$ cat src/rtl/ysyx_23060111_mem_arbiter_if.sv
// Bundles the handshake and bus signals around the memory arbiter. It covers
// two requester ports (IFU, LSU) and the single shared memory port.
//   master : the arbiter's view. Requests come in from IFU/LSU, and the
//            arbiter drives the memory request and the responses.
//   slave  : the surrounding system's view (requesters plus memory).
interface ysyx_23060111_mem_arbiter_if;
   logic        ifu_req_valid;
   logic        ifu_req_ready;
   logic [31:0] ifu_addr;
   logic        ifu_resp_valid;
   logic [31:0] ifu_rdata;
   logic        ifu_resp_err;

   logic        lsu_req_valid;
   logic        lsu_req_ready;
   logic [31:0] lsu_addr;
   logic        lsu_wen;
   logic [31:0] lsu_wdata;
   logic [3:0]  lsu_wmask;
   logic        lsu_resp_valid;
   logic [31:0] lsu_rdata;
   logic        lsu_resp_err;

   logic        mem_req_valid;
   logic        mem_req_ready;
   logic [31:0] mem_addr;
   logic        mem_wen;
   logic [31:0] mem_wdata;
   logic [3:0]  mem_wmask;
   logic        mem_resp_valid;
   logic [31:0] mem_rdata;

   modport master (
      input  ifu_req_valid, ifu_addr,
      output ifu_req_ready, ifu_resp_valid, ifu_rdata, ifu_resp_err,
      input  lsu_req_valid, lsu_addr, lsu_wen, lsu_wdata, lsu_wmask,
      output lsu_req_ready, lsu_resp_valid, lsu_rdata, lsu_resp_err,
      output mem_req_valid, mem_addr, mem_wen, mem_wdata, mem_wmask,
      input  mem_req_ready, mem_resp_valid, mem_rdata
   );

   modport slave (
      output ifu_req_valid, ifu_addr,
      input  ifu_req_ready, ifu_resp_valid, ifu_rdata, ifu_resp_err,
      output lsu_req_valid, lsu_addr, lsu_wen, lsu_wdata, lsu_wmask,
      input  lsu_req_ready, lsu_resp_valid, lsu_rdata, lsu_resp_err,
      input  mem_req_valid, mem_addr, mem_wen, mem_wdata, mem_wmask,
      output mem_req_ready, mem_resp_valid, mem_rdata
   );
endinterface

$ cat src/rtl/ysyx_23060111_mem_arbiter.sv
// Two-requester memory arbiter and transaction sequencer. It shares the one
// memory port between instruction fetch (IFU) and load/store (LSU), with one
// transaction outstanding at a time.
//   clk  : clock, rising edge
//   rst  : asynchronous, active-high reset
//   bus  : IFU/LSU request+response ports and the memory port (master view)
//   busy : high whenever a transaction is outstanding (state != IDLE)
// TIMEOUT sets the number of cycles from issue to response before the arbiter
// aborts with an error response. 0 disables the timeout.
module ysyx_23060111_mem_arbiter #(
   parameter int unsigned TIMEOUT = 255
) (
   input  logic                               clk,
   input  logic                               rst,
   ysyx_23060111_mem_arbiter_if.master        bus,
   output logic                               busy
);
   localparam int unsigned TW = (TIMEOUT < 2) ? 1 : $clog2(TIMEOUT + 1);
   localparam logic [TW-1:0] TLIM = TW'(TIMEOUT);

   typedef enum logic [1:0] {IDLE, ISSUE, WAIT} state_t;

   state_t        state, state_nxt;
   logic          owner_lsu;   // owner of the outstanding transaction
   logic          last_lsu;    // last grant went to LSU
   logic [TW-1:0] timer;
   logic          grant_ifu, grant_lsu;
   logic          done_ok, timed_out, limit_hit;

   always_comb begin
      state_nxt = state;
      grant_ifu = 1'b0;
      grant_lsu = 1'b0;
      done_ok   = 1'b0;
      timed_out = 1'b0;
      limit_hit = (TIMEOUT != 0) && (timer == TLIM);
      case (state)
         IDLE: begin
            // A tie goes to whichever side was not granted last. Ready is
            // gated by rst so every output reads 0 while reset is held.
            grant_lsu = !rst && bus.lsu_req_valid && (!bus.ifu_req_valid || !last_lsu);
            grant_ifu = !rst && bus.ifu_req_valid && !grant_lsu;
            if (grant_ifu || grant_lsu) state_nxt = ISSUE;
         end
         ISSUE: begin
            if (bus.mem_req_ready) begin
               state_nxt = WAIT;
            end else if (limit_hit) begin
               timed_out = 1'b1;
               state_nxt = IDLE;
            end
         end
         WAIT: begin
            // A response arriving in the same cycle as the limit wins.
            if (bus.mem_resp_valid) begin
               done_ok   = 1'b1;
               state_nxt = IDLE;
            end else if (limit_hit) begin
               timed_out = 1'b1;
               state_nxt = IDLE;
            end
         end
         default: state_nxt = IDLE;
      endcase
      bus.ifu_req_ready = grant_ifu;
      bus.lsu_req_ready = grant_lsu;
      bus.mem_req_valid = (state == ISSUE);
      busy              = (state != IDLE);
   end

   always_ff @(posedge clk or posedge rst) begin
      if (rst) begin
         state              <= IDLE;
         owner_lsu          <= 1'b0;
         last_lsu           <= 1'b0;
         timer              <= '0;
         bus.mem_addr       <= '0;
         bus.mem_wen        <= 1'b0;
         bus.mem_wdata      <= '0;
         bus.mem_wmask      <= '0;
         bus.ifu_resp_valid <= 1'b0;
         bus.ifu_rdata      <= '0;
         bus.ifu_resp_err   <= 1'b0;
         bus.lsu_resp_valid <= 1'b0;
         bus.lsu_rdata      <= '0;
         bus.lsu_resp_err   <= 1'b0;
      end else begin
         state              <= state_nxt;
         bus.ifu_resp_valid <= 1'b0;
         bus.ifu_resp_err   <= 1'b0;
         bus.lsu_resp_valid <= 1'b0;
         bus.lsu_resp_err   <= 1'b0;

         if (grant_ifu || grant_lsu) begin
            owner_lsu     <= grant_lsu;
            last_lsu      <= grant_lsu;
            timer         <= '0;
            bus.mem_addr  <= grant_lsu ? bus.lsu_addr : bus.ifu_addr;
            bus.mem_wen   <= grant_lsu && bus.lsu_wen;
            bus.mem_wdata <= grant_lsu ? bus.lsu_wdata : '0;
            bus.mem_wmask <= grant_lsu ? bus.lsu_wmask : '0;
         end else if (state != IDLE && timer != '1) begin
            timer <= timer + 1'b1;
         end

         if (done_ok) begin
            if (owner_lsu) begin
               bus.lsu_resp_valid <= 1'b1;
               bus.lsu_rdata      <= bus.mem_wen ? '0 : bus.mem_rdata;
            end else begin
               bus.ifu_resp_valid <= 1'b1;
               bus.ifu_rdata      <= bus.mem_rdata;
            end
         end else if (timed_out) begin
            if (owner_lsu) begin
               bus.lsu_resp_valid <= 1'b1;
               bus.lsu_resp_err   <= 1'b1;
               bus.lsu_rdata      <= '0;
            end else begin
               bus.ifu_resp_valid <= 1'b1;
               bus.ifu_resp_err   <= 1'b1;
               bus.ifu_rdata      <= '0;
            end
         end
      end
   end
endmodule

$ cat src/flat_wrapper.sv
// flat-port wrapper written by rule: the top's interface ports become plain ports
module ysyx_23060111_mem_arbiter_flat 
#(
   parameter int unsigned TIMEOUT = 255
)
  (clk, rst, busy, bus_ifu_req_valid, bus_ifu_addr, bus_ifu_req_ready, bus_ifu_resp_valid, bus_ifu_rdata, bus_ifu_resp_err, bus_lsu_req_valid, bus_lsu_addr, bus_lsu_wen, bus_lsu_wdata, bus_lsu_wmask, bus_lsu_req_ready, bus_lsu_resp_valid, bus_lsu_rdata, bus_lsu_resp_err, bus_mem_req_valid, bus_mem_addr, bus_mem_wen, bus_mem_wdata, bus_mem_wmask, bus_mem_req_ready, bus_mem_resp_valid, bus_mem_rdata);
  ysyx_23060111_mem_arbiter_if bus_i ();
  input  logic clk;
  input  logic rst;
  output logic busy;
  input wire logic [$bits(bus_i.ifu_req_valid)-1:0] bus_ifu_req_valid;
  input wire logic [$bits(bus_i.ifu_addr)-1:0] bus_ifu_addr;
  output wire logic [$bits(bus_i.ifu_req_ready)-1:0] bus_ifu_req_ready;
  output wire logic [$bits(bus_i.ifu_resp_valid)-1:0] bus_ifu_resp_valid;
  output wire logic [$bits(bus_i.ifu_rdata)-1:0] bus_ifu_rdata;
  output wire logic [$bits(bus_i.ifu_resp_err)-1:0] bus_ifu_resp_err;
  input wire logic [$bits(bus_i.lsu_req_valid)-1:0] bus_lsu_req_valid;
  input wire logic [$bits(bus_i.lsu_addr)-1:0] bus_lsu_addr;
  input wire logic [$bits(bus_i.lsu_wen)-1:0] bus_lsu_wen;
  input wire logic [$bits(bus_i.lsu_wdata)-1:0] bus_lsu_wdata;
  input wire logic [$bits(bus_i.lsu_wmask)-1:0] bus_lsu_wmask;
  output wire logic [$bits(bus_i.lsu_req_ready)-1:0] bus_lsu_req_ready;
  output wire logic [$bits(bus_i.lsu_resp_valid)-1:0] bus_lsu_resp_valid;
  output wire logic [$bits(bus_i.lsu_rdata)-1:0] bus_lsu_rdata;
  output wire logic [$bits(bus_i.lsu_resp_err)-1:0] bus_lsu_resp_err;
  output wire logic [$bits(bus_i.mem_req_valid)-1:0] bus_mem_req_valid;
  output wire logic [$bits(bus_i.mem_addr)-1:0] bus_mem_addr;
  output wire logic [$bits(bus_i.mem_wen)-1:0] bus_mem_wen;
  output wire logic [$bits(bus_i.mem_wdata)-1:0] bus_mem_wdata;
  output wire logic [$bits(bus_i.mem_wmask)-1:0] bus_mem_wmask;
  input wire logic [$bits(bus_i.mem_req_ready)-1:0] bus_mem_req_ready;
  input wire logic [$bits(bus_i.mem_resp_valid)-1:0] bus_mem_resp_valid;
  input wire logic [$bits(bus_i.mem_rdata)-1:0] bus_mem_rdata;
  assign bus_i.ifu_req_valid = bus_ifu_req_valid;
  assign bus_i.ifu_addr = bus_ifu_addr;
  assign bus_ifu_req_ready = bus_i.ifu_req_ready;
  assign bus_ifu_resp_valid = bus_i.ifu_resp_valid;
  assign bus_ifu_rdata = bus_i.ifu_rdata;
  assign bus_ifu_resp_err = bus_i.ifu_resp_err;
  assign bus_i.lsu_req_valid = bus_lsu_req_valid;
  assign bus_i.lsu_addr = bus_lsu_addr;
  assign bus_i.lsu_wen = bus_lsu_wen;
  assign bus_i.lsu_wdata = bus_lsu_wdata;
  assign bus_i.lsu_wmask = bus_lsu_wmask;
  assign bus_lsu_req_ready = bus_i.lsu_req_ready;
  assign bus_lsu_resp_valid = bus_i.lsu_resp_valid;
  assign bus_lsu_rdata = bus_i.lsu_rdata;
  assign bus_lsu_resp_err = bus_i.lsu_resp_err;
  assign bus_mem_req_valid = bus_i.mem_req_valid;
  assign bus_mem_addr = bus_i.mem_addr;
  assign bus_mem_wen = bus_i.mem_wen;
  assign bus_mem_wdata = bus_i.mem_wdata;
  assign bus_mem_wmask = bus_i.mem_wmask;
  assign bus_i.mem_req_ready = bus_mem_req_ready;
  assign bus_i.mem_resp_valid = bus_mem_resp_valid;
  assign bus_i.mem_rdata = bus_mem_rdata;
  ysyx_23060111_mem_arbiter #(.TIMEOUT(TIMEOUT)) u_core (.clk(clk), .rst(rst), .bus(bus_i), .busy(busy));
endmodule
$ cat config.mk
export PLATFORM = sky130hd
export DESIGN_NAME = ysyx_23060111_mem_arbiter_flat
export DESIGN_NICKNAME = d
export VERILOG_FILES = /design/src/rtl/ysyx_23060111_mem_arbiter_if.sv /design/src/rtl/ysyx_23060111_mem_arbiter.sv /design/src/flat_wrapper.sv
export SDC_FILE = /design/constraint.sdc
export NUM_CORES = 1
export LEC_CHECK = 0
export ABC_AREA = 1
export ABC_CLOCK_PERIOD_IN_PS = 10800
export BUFFER_PORTS_ARGS = -buffer_cell sky130_fd_sc_hd__buf_2
export CAP_MARGIN = 10
export CELL_PAD_IN_SITES_DETAIL_PLACEMENT = 0
export CELL_PAD_IN_SITES_GLOBAL_PLACEMENT = 1
export CORE_UTILIZATION = 37
export DETAILED_ROUTE_END_ITERATION = 8
export PLACE_DENSITY_LB_ADDON = 0.1
export RECOVER_POWER = 50
export SYNTH_ARGS = -nofsm -noshare
export SYNTH_HDL_FRONTEND = slang
export SYNTH_SLANG_ARGS = --single-unit
export TNS_END_PERCENT = 20
$ cat constraint.sdc
create_clock -name clk -period 10.8 [get_ports clk]
set_input_delay 1.08 -clock clk [delete_from_list [all_inputs] [get_ports clk]]
set_output_delay 1.08 -clock clk [all_outputs]
set_load 0.1 [all_outputs]
==> results_dict.tcl, run 1 <==
set metrics [dict create \
    synth_fp_nets 807 \
    grt_util_all_layers_pct 21.9 \
    viasPerCell 4.85 \
    critPathMaxFanout 82 \
    postSynthCellCount 663 \
    max_slew.worst_pin.slew_ns 3.62 \
    holdCritPathClass "flop to flop" \
    grt_max_degree 83 \
    ys_types 25 \
    io_pins 280 \
    drv_cap 1 \
    nNetsFinal 1070 \
    crit_start "rst" \
    post_cts_buffers 0 \
    rsz0062_at_grt "no" \
    gr-total-overflow 0 \
    core-area_um2 16100 \
    yosysWarnings 0 \
    status "finished with violations" \
    cts_buffer_depth 2 \
    die_w_um 131 \
    finalHoldViolations 0 \
    routed_wl_mm 18.3 \
    finalClockSkew_ns 0.00968 \
    critical_path.endpoint "bus_ifu_req_ready" \
    start_kind "input pin" \
    cts_tree "yes" \
    cts_resized 0 \
    clk_pin_slew_ns 0.06 \
    relSlewSlack_pct -143 \
    die-area_um2 17200 \
    r2r_slack_ns 7.92 \
    drive_above_1_share_pct 26.8 \
    syn_avg_cell_area_um2 9.30 \
    gp_congestion 0.797 \
    drc_errors 0 \
    reg2reg_to "u_core.timer[5]" \
    synth_area_um2 6170 \
    arrival_ns 5.32 \
    n_antenna_cell 0 \
    post_drt_wl_per_cell_um 15.9 \
    setup_violations 0 \
    critPathKind "input pin to output port" \
    htree_levels 4 \
    grt_pass1_vias 5523 \
    ff2ff_path_depth 9 \
    die_h_um 131 \
    finalMaxSlewViolations 83 \
    hpwl_mm 12.6 \
    violations "capacitance limit, slew limit" \
    cp.required_ns 9.72 \
    post-route-period-util_pct 59.3 \
    placed_area_um2 7650 \
    cts_root_buf "clkbuf_16" \
    ys_seq_area_share_pct 60.0 \
    clkLatencyLatePin_ns 0.42 \
    r2r-start "u_core.state[0]" \
    io_buffers 279 \
    cts_made_buffers 17 \
    fill_cells 1601 \
    fp-row-count 46 \
    grt_antenna_before_repair 1 \
    endpoint_kind "output port" \
    dr.pass1.iters 5 \
    vias 5596 \
    final.min_clock_period_ns 6.40 \
    start_util_pct 38.4 \
    first_iter_violations 367 \
    cts_num_sinks 148 \
    antenna_left 0 \
    area_growth_pct 31.6 \
    grt_first_pass_wirelength_mm 29.8 \
    hold_buffers 0 \
    tns_ns 0 \
    ys_seq_elements 148 \
    timing.fmax_mhz 156 \
    fin_area_um2 8120 \
]
-- Yosys cell counts --
| library cell | instances | area [µm²] |
|---|---|---|
| inv_2 | 4 | 15.0 |
| xnor2_1 | 1 | 8.76 |
| a21boi_0 | 1 | 7.51 |
| dfrtp_1 | 148 | 3700 |
| buf_1 | 2 | 7.51 |
| buf_2 | 12 | 60.1 |
| buf_4 | 2 | 15.0 |
| nor2_1 | 11 | 41.3 |
| nand2_2 | 5 | 31.3 |
| o21ai_2 | 1 | 8.76 |
| o21ai_0 | 5 | 25.0 |
| clkbuf_1 | 17 | 63.8 |
| nor2_2 | 1 | 6.26 |
| nor3_1 | 1 | 5.00 |
| ha_1 | 5 | 62.6 |
| nand4_1 | 34 | 213 |
| inv_1 | 22 | 82.6 |
| o21ai_1 | 1 | 5.00 |
| a21oi_1 | 3 | 15.0 |
| clkinv_1 | 1 | 3.75 |
| nand2_1 | 262 | 983 |
| a22o_1 | 36 | 315 |
| nand3_1 | 80 | 400 |
| buf_6 | 7 | 78.8 |
| nand3_2 | 1 | 10.0 |
-- through the flow --
| stage | utilization, % | instances | worst slack [ns] | hold WS, ns |
|---|---|---|---|---|
| finish | 50.5 | 1155 | 4.40 | 0.466 |
| floorplan | - | 663 | 3.33 | 0.490 |
| detailed placement | 47.7 | 1123 | 6.36 | 0.453 |
| CTS | 51.2 | 1155 | 6.36 | 0.468 |
| global placement | 47.7 | 1123 | 6.47 | 0.447 |
| global route | 50.5 | 1155 | 3.39 | 0.483 |
-- cells by family after synthesis --
family,synth area share [%]
AOI/OAI and AO/OA,6.11
DFF,60.0
adders and majority gates,1.01
xor gates and xnor gates,0.142
buffers and inverters,5.29
and+or+nand+nor,27.4
-- critical path: stages --
cell and delay [ns]:
clkbuf_1 0.11, clkinvlp_2 2.69, nand3_1 1.03, a21oi_1 0.07, buf_2 0.33
-- routing by layer --
metal,vias to the layer above,GRT usage (%),part of all wire [%]
li1,2715,-,-
met1,2633,29.2,44
met2,222,34.2,46
met3,24,5.90,7.6
met4,2,8.24,2.0
met5,-,0,0.071
-- state kept, by name, summed over array words and instances (netlist names), 2 cells and up --
name / cells
u_core.bus.ifu_rdata: 32
u_core.timer: 8
u_core.bus.mem_addr: 32
u_core.bus.lsu_rdata: 32
u_core.bus.mem_wdata: 32
u_core.state: 2
u_core.bus.mem_wmask: 4
-- final cells by class --
cell class | count | area [µm²] | share of cell area [%]
Sequential cell | 148 | 3700 | 45.6
Multi-Input combinational cell | 448 | 2130 | 26.2
Timing Repair Buffer | 284 | 1350 | 16.6
Clock buffer | 24 | 492 | 6.06
Tap cell | 216 | 270 | 3.33
Inverter | 27 | 103 | 1.26
Clock inverter | 8 | 73.8 | 0.910
-- cells in the final DEF, fill, tap and decap left out, drive strengths merged --
| master | instances |
|---|---|
| a22o | 36 |
| a21boi | 1 |
| clkinv | 5 |
| dfrtp | 148 |
| o21ai | 7 |
| ha | 5 |
| inv | 26 |
| xnor2 | 1 |
| nor3 | 1 |
| clkbuf | 94 |
| nand4 | 34 |
| a21oi | 3 |
| nand3 | 81 |
| buf | 214 |
| clkinvlp | 3 |
| bufinv | 1 |
| nand2 | 267 |
| nor2 | 12 |
-- worst min path at each step --
stage / startpoint / end / slack, ns / cells after the start
2_1_floorplan: u_core.timer[0] / u_core.timer[0] / 0.49 / 1
3_3_place_gp: u_core.bus.ifu_rdata[31] / u_core.bus.ifu_rdata[31] / 0.45 / 2
3_5_place_dp: u_core.bus.ifu_rdata[25] / u_core.bus.ifu_rdata[25] / 0.45 / 2
4_1_cts: u_core.bus.ifu_rdata[7] / u_core.bus.ifu_rdata[7] / 0.47 / 2
5_1_grt: u_core.bus.ifu_rdata[25] / u_core.bus.ifu_rdata[25] / 0.48 / 2
6_report: u_core.bus.lsu_rdata[5] / u_core.bus.lsu_rdata[5] / 0.47 / 2
Power of run 1 is left out: the tool's default activity adds up to more than one toggle a clock period on the data nets, which glitch-free logic cannot reach.
==> run 2, diff against run 1 <==
Settings changed: ABC_CLOCK_PERIOD_IN_PS 10800 to 5800, CORE_UTILIZATION 37 to 31.
Clock period 10.8 ns to 5.8 ns, I/O delays scaled along.
==> results_dict.tcl, run 2 (same netlist as run 1, synthesis figures left out) <==
set metrics [dict create \
    cts_num_sinks 148 \
    grt_antenna_before_repair 2 \
    nNetsFinal 1071 \
    rsz0062_at_grt "no" \
    final.min_clock_period_ns 3.55 \
    finalClockSkew_ns 0.0107 \
    multi_input_area_um2 2140 \
    slowest_delay_ns 1.30 \
    finalMaxSlewViolations 40 \
    clkLatencyLatePin_ns 0.42 \
    die-area_um2 20500 \
    grt_max_degree 79 \
    drv_cap 1 \
    status "finished with violations" \
    io_pins 280 \
    cts_buffer_depth 2 \
    fill_cells 2048 \
    holdCritPathClass "input pin to flop" \
    post-route-period-util_pct 61.1 \
    max_slew.worst_pin.slew_ns 1.68 \
    relSlewSlack_pct -12.8 \
    cts_tree "yes" \
    io_buffers 279 \
    setup_violations 0 \
    post_cts_buffers 0 \
    final_cell_mix "263 x nand2_1, 148 x buf_2, 148 x dfrtp_1, 131 x clkbuf_1, 80 x nand3_1" \
    cts_root_buf "clkbuf_16" \
    clk_pin_slew_ns 0.06 \
    cts_made_buffers 17 \
    cts_resized 0 \
    first_iter_violations 230 \
    area_growth_pct 33.3 \
    fp-row-count 51 \
    violations "capacitance limit, slew limit" \
    finalHoldViolations 0 \
    crit_slowest_cell "clkinvlp_2" \
    hpwl_mm 12.9 \
    gp_congestion 0.782 \
    grt_first_pass_wirelength_mm 29.2 \
    drc_errors 0 \
    die_w_um 143 \
    grt_pass1_vias 5520 \
    antenna_left 0 \
    cp.required_ns 5.22 \
    start_util_pct 31.7 \
    gr-total-overflow 0 \
    post_drt_wl_per_cell_um 15.7 \
    dr.pass1.iters 4 \
    vias 5664 \
    arrival_ns 2.97 \
    core-area_um2 19500 \
    final_common_cell "nand2_1" \
    critPathKind "input pin to output port" \
    regArea_um2 3700 \
    timing.fmax_mhz 282 \
    hold_buffers 0 \
    critPathMaxFanout 39 \
    tns_ns 0 \
    path_cells "clkbuf_1, clkinvlp_2, nand3_1, a21oi_1, buf_2" \
    drive_above_1_share_pct 21.1 \
    routed_wl_mm 19.0 \
    endpoint_kind "output port" \
    start_kind "input pin" \
    die_h_um 143 \
    htree_levels 4 \
    viasPerCell 4.69 \
    grt_util_all_layers_pct 18.6 \
]
## run 2: per-layer routing
| layer | track usage [%] | vias up | share of wire, % |
|---|---|---|---|
| li1 | - | 2717 | - |
| met1 | 22.9 | 2710 | 43 |
| met2 | 30.7 | 218 | 48 |
| met3 | 5.13 | 19 | 7.1 |
| met4 | 7.41 | 0 | 1.5 |
| met5 | 0 | - | 0 |
## run 2: area by class of cell
class                      count  area share [%]
multi-input combinational    448            26.0
clock inverter                14            2.74
clock buffer                  18            5.34
timing repair buffer         285            15.5
sequential                   148            45.1
antenna                        2          0.0609
inverter                      27            1.25
tap                          265            4.03
## run 2: stage by stage
step	cells	area (µm²)	hold WS, ns	util (%)	setup WS, ns
6_report	1207	8220	0.376	42.2	2.25
3_5_place_dp	1173	7720	0.454	39.7	2.61
2_1_floorplan	663	6170	0.490	-	1.14
5_1_grt	1207	8220	0.374	42.2	1.59
4_1_cts	1205	8390	0.339	43.1	2.71
3_3_place_gp	1173	7720	0.448	39.7	2.65
## run 2: critical path: cells and delay by family
kind / cells / cell delay (ns)
buffers and inverters: 3 / 1.73
and+or+nand+nor: 1 / 0.58
AOI/OAI and AO/OA: 1 / 0.08
## run 2: worst paths after layout
| path | cells past startpoint | start | endpoint | slack (ns) |
|---|---|---|---|---|
| hold / removal | 3 | bus_mem_rdata[26] | u_core.bus.ifu_rdata[26] | 0.38 |
| min in group asynchronous | 2 | rst | u_core.bus.mem_addr[12] | 0.57 |
| setup / recovery | 5 | rst | bus_ifu_req_ready | 2.25 |
| max in group asynchronous | 4 | rst | u_core.timer[2] | 3.07 |
| setup reg to reg | 9 | u_core.owner_lsu | u_core.timer[5] | 3.02 |
| hold reg to reg | 2 | u_core.bus.ifu_rdata[14] | u_core.bus.ifu_rdata[14] | 0.47 |
Power of run 2 is left out for the same reason.
==> run 3, diff against run 2 <==
Settings changed: ABC_AREA 1 to 0, ABC_CLOCK_PERIOD_IN_PS 5800 to 3120, CORE_UTILIZATION 31 to 32.
Clock period 5.8 ns to 3.12 ns, I/O delays scaled along.
==> results_dict.tcl, run 3 <==
set metrics [dict create \
    hpwl_mm 11.9 \
    synth_edf_count 0 \
    routed_wl_mm 17.4 \
    start_util_pct 32.6 \
    drv_cap 1 \
    post_drt_wl_per_cell_um 16.5 \
    synth_top_area_share_pct 60.9 \
    cts_root_buf "clkbuf_16" \
    synth_area_um2 6080 \
    cts_tree "yes" \
    grt_max_degree 113 \
    violations "capacitance limit, slew limit" \
    finalMaxSlewViolations 39 \
    slowest_delay_ns 0.49 \
    gr-total-overflow 0 \
    clk_pin_slew_ns 0.07 \
    clkLatencyLatePin_ns 0.42 \
    nNetsFinal 945 \
    synth_flop_cell "dfrtp_1" \
    max_slew.worst_pin.slew_ns 1.63 \
    start_kind "flop" \
    synth.area.top_cells "dfrtp_1 61%, a22o_1 8.5%, nand2_1 6.9%" \
    dr.pass1.iters 4 \
    synth_commonest_cells "148 x dfrtp_1, 112 x nand2_1, 73 x o21ai_0" \
    fill_cells 1863 \
    first_iter_violations 226 \
    critPathKind "flop to output port" \
    rsz0062_at_grt "no" \
    holdWs_ns 0.0949 \
    path_buf_inv 2 \
    timing.fmax_mhz 359 \
    die-area_um2 19600 \
    cts_made_buffers 17 \
    synth_top_cell_by_area "dfrtp_1" \
    cts_resized 0 \
    gp_congestion 0.814 \
    grt_util_all_layers_pct 18.1 \
    endpoint_kind "output port" \
    grt_first_pass_wirelength_mm 27.6 \
    grt_antenna_before_repair 2 \
    crit_slowest_cell "buf_2" \
    critPathMaxFanout 29 \
    finalClockSkew_ns 0.00989 \
    tns_ns 0 \
    ys_types 40 \
    vias 5101 \
    ys_seq_area_share_pct 60.9 \
    finalHoldViolations 0 \
    ys_seq_elements 148 \
    post_cts_buffers 0 \
    critical_path.top_delay_family "simple AND/OR/NAND/NOR gates" \
    antenna_left 0 \
    synth_fp_nets 678 \
    timing.final.ws_setup_ns 0.338 \
    arrival_ns 2.47 \
    path_cells "inv_1, ha_1, nor2b_1, and3_4, buf_2" \
    cts_buffer_depth 2 \
    yosysMostFrequentCell "dfrtp_1" \
    syn_avg_cell_area_um2 11.4 \
    fin_cells 1051 \
    hold_buffers 0 \
    post-route-period-util_pct 89.2 \
    grt_pass1_vias 5241 \
    core-area_um2 18600 \
    postSynthCellCount 534 \
    io_pins 280 \
    htree_levels 4 \
    holdCritPathClass "input pin to flop" \
    drive_above_1_share_pct 32.6 \
    viasPerCell 4.85 \
    final.min_clock_period_ns 2.78 \
    final_common_cell "buf_2" \
    cts_num_sinks 148 \
    synth-async-reset-ratio_pct 100 \
    dpl.cell_count 1016 \
    pre_cts_slack_ns 0.779 \
    setup_violations 0 \
    cp.required_ns 2.81 \
    drc_errors 0 \
    status "finished with violations" \
    final_cell_mix "208 x buf_2, 148 x dfrtp_1, 111 x nand2_1, 73 x o21ai_0, 71 x clkbuf_1" \
    io_buffers 279 \
    area_growth_pct 33.8 \
    yosysWarnings 0 \
    die_w_um 140 \
    fp-row-count 50 \
    relSlewSlack_pct -9.30 \
    die_h_um 140 \
]
run 3: cell count changes after synthesis, sizes merged, moves of 5 or more:
cell,change
mux2i,+33
o21ai,+69
nor3,+5
nand3,-77
a22o,+28
inv,-16
nand2,-155
nand4,-31
run 3: metal layers:
metal  vias up  global-route usage [%]  share of wire, %  routed length, µm
met5         -                       0                 0                  0
met2       201                    30.4                49               8430
met1      2451                    20.6                41               7090
met4         0                    7.58               2.4                410
met3        29                    7.04               8.3               1440
li1       2420                       -                 -                  -
run 3: layout make-up:
class	count	area, µm²	share of cell area, %
clock inverter	14	150	1.84
multi-input combinational	339	2140	26.3
clock buffer	18	439	5.39
tap	234	293	3.60
antenna	3	7.51	0.0922
sequential	148	3700	45.5
timing repair buffer	285	1370	16.9
inverter	10	38.8	0.476
run 3: through the flow:
step           instance area [µm²]  utilization (%)
2_1_floorplan                 6090                -
3_3_place_gp                  7670             41.1
3_5_place_dp                  7670             41.1
4_1_cts                       8260             44.3
5_1_grt                       8140             43.7
6_report                      8140             43.7
run 3: worst min-delay path, stage by stage:
cell	delay, ns
buf_2	0.07
nand2_1	0.03
o21ai_0	0.05
run 3: logic make-up after synthesis:
logic type	share of synthesized area, %
buffers and inverters	4.34
and+or+nand+nor	10.3
DFF	60.9
AOI/OAI and AO/OA	18.0
muxes	5.43
adders and majority gates	1.03
run 3: worst paths after layout:
path / start / endpoint / slack [ns] / depth (start not counted)
max in group asynchronous: rst / u_core.bus.mem_addr[21] / 0.69 / 3
worst max-delay path: u_core.state[1] / bus_lsu_req_ready / 0.34 / 5
min in group asynchronous: rst / u_core.timer[4] / 0.34 / 2
worst min-delay path: bus_lsu_wdata[26] / u_core.bus.mem_wdata[26] / 0.09 / 3
worst min register to register: u_core.bus.lsu_rdata[16] / u_core.bus.lsu_rdata[16] / 0.50 / 1
worst max register to register: u_core.state[1] / u_core.bus.mem_wdata[24] / 0.83 / 6
Power of run 3 is left out for the same reason.
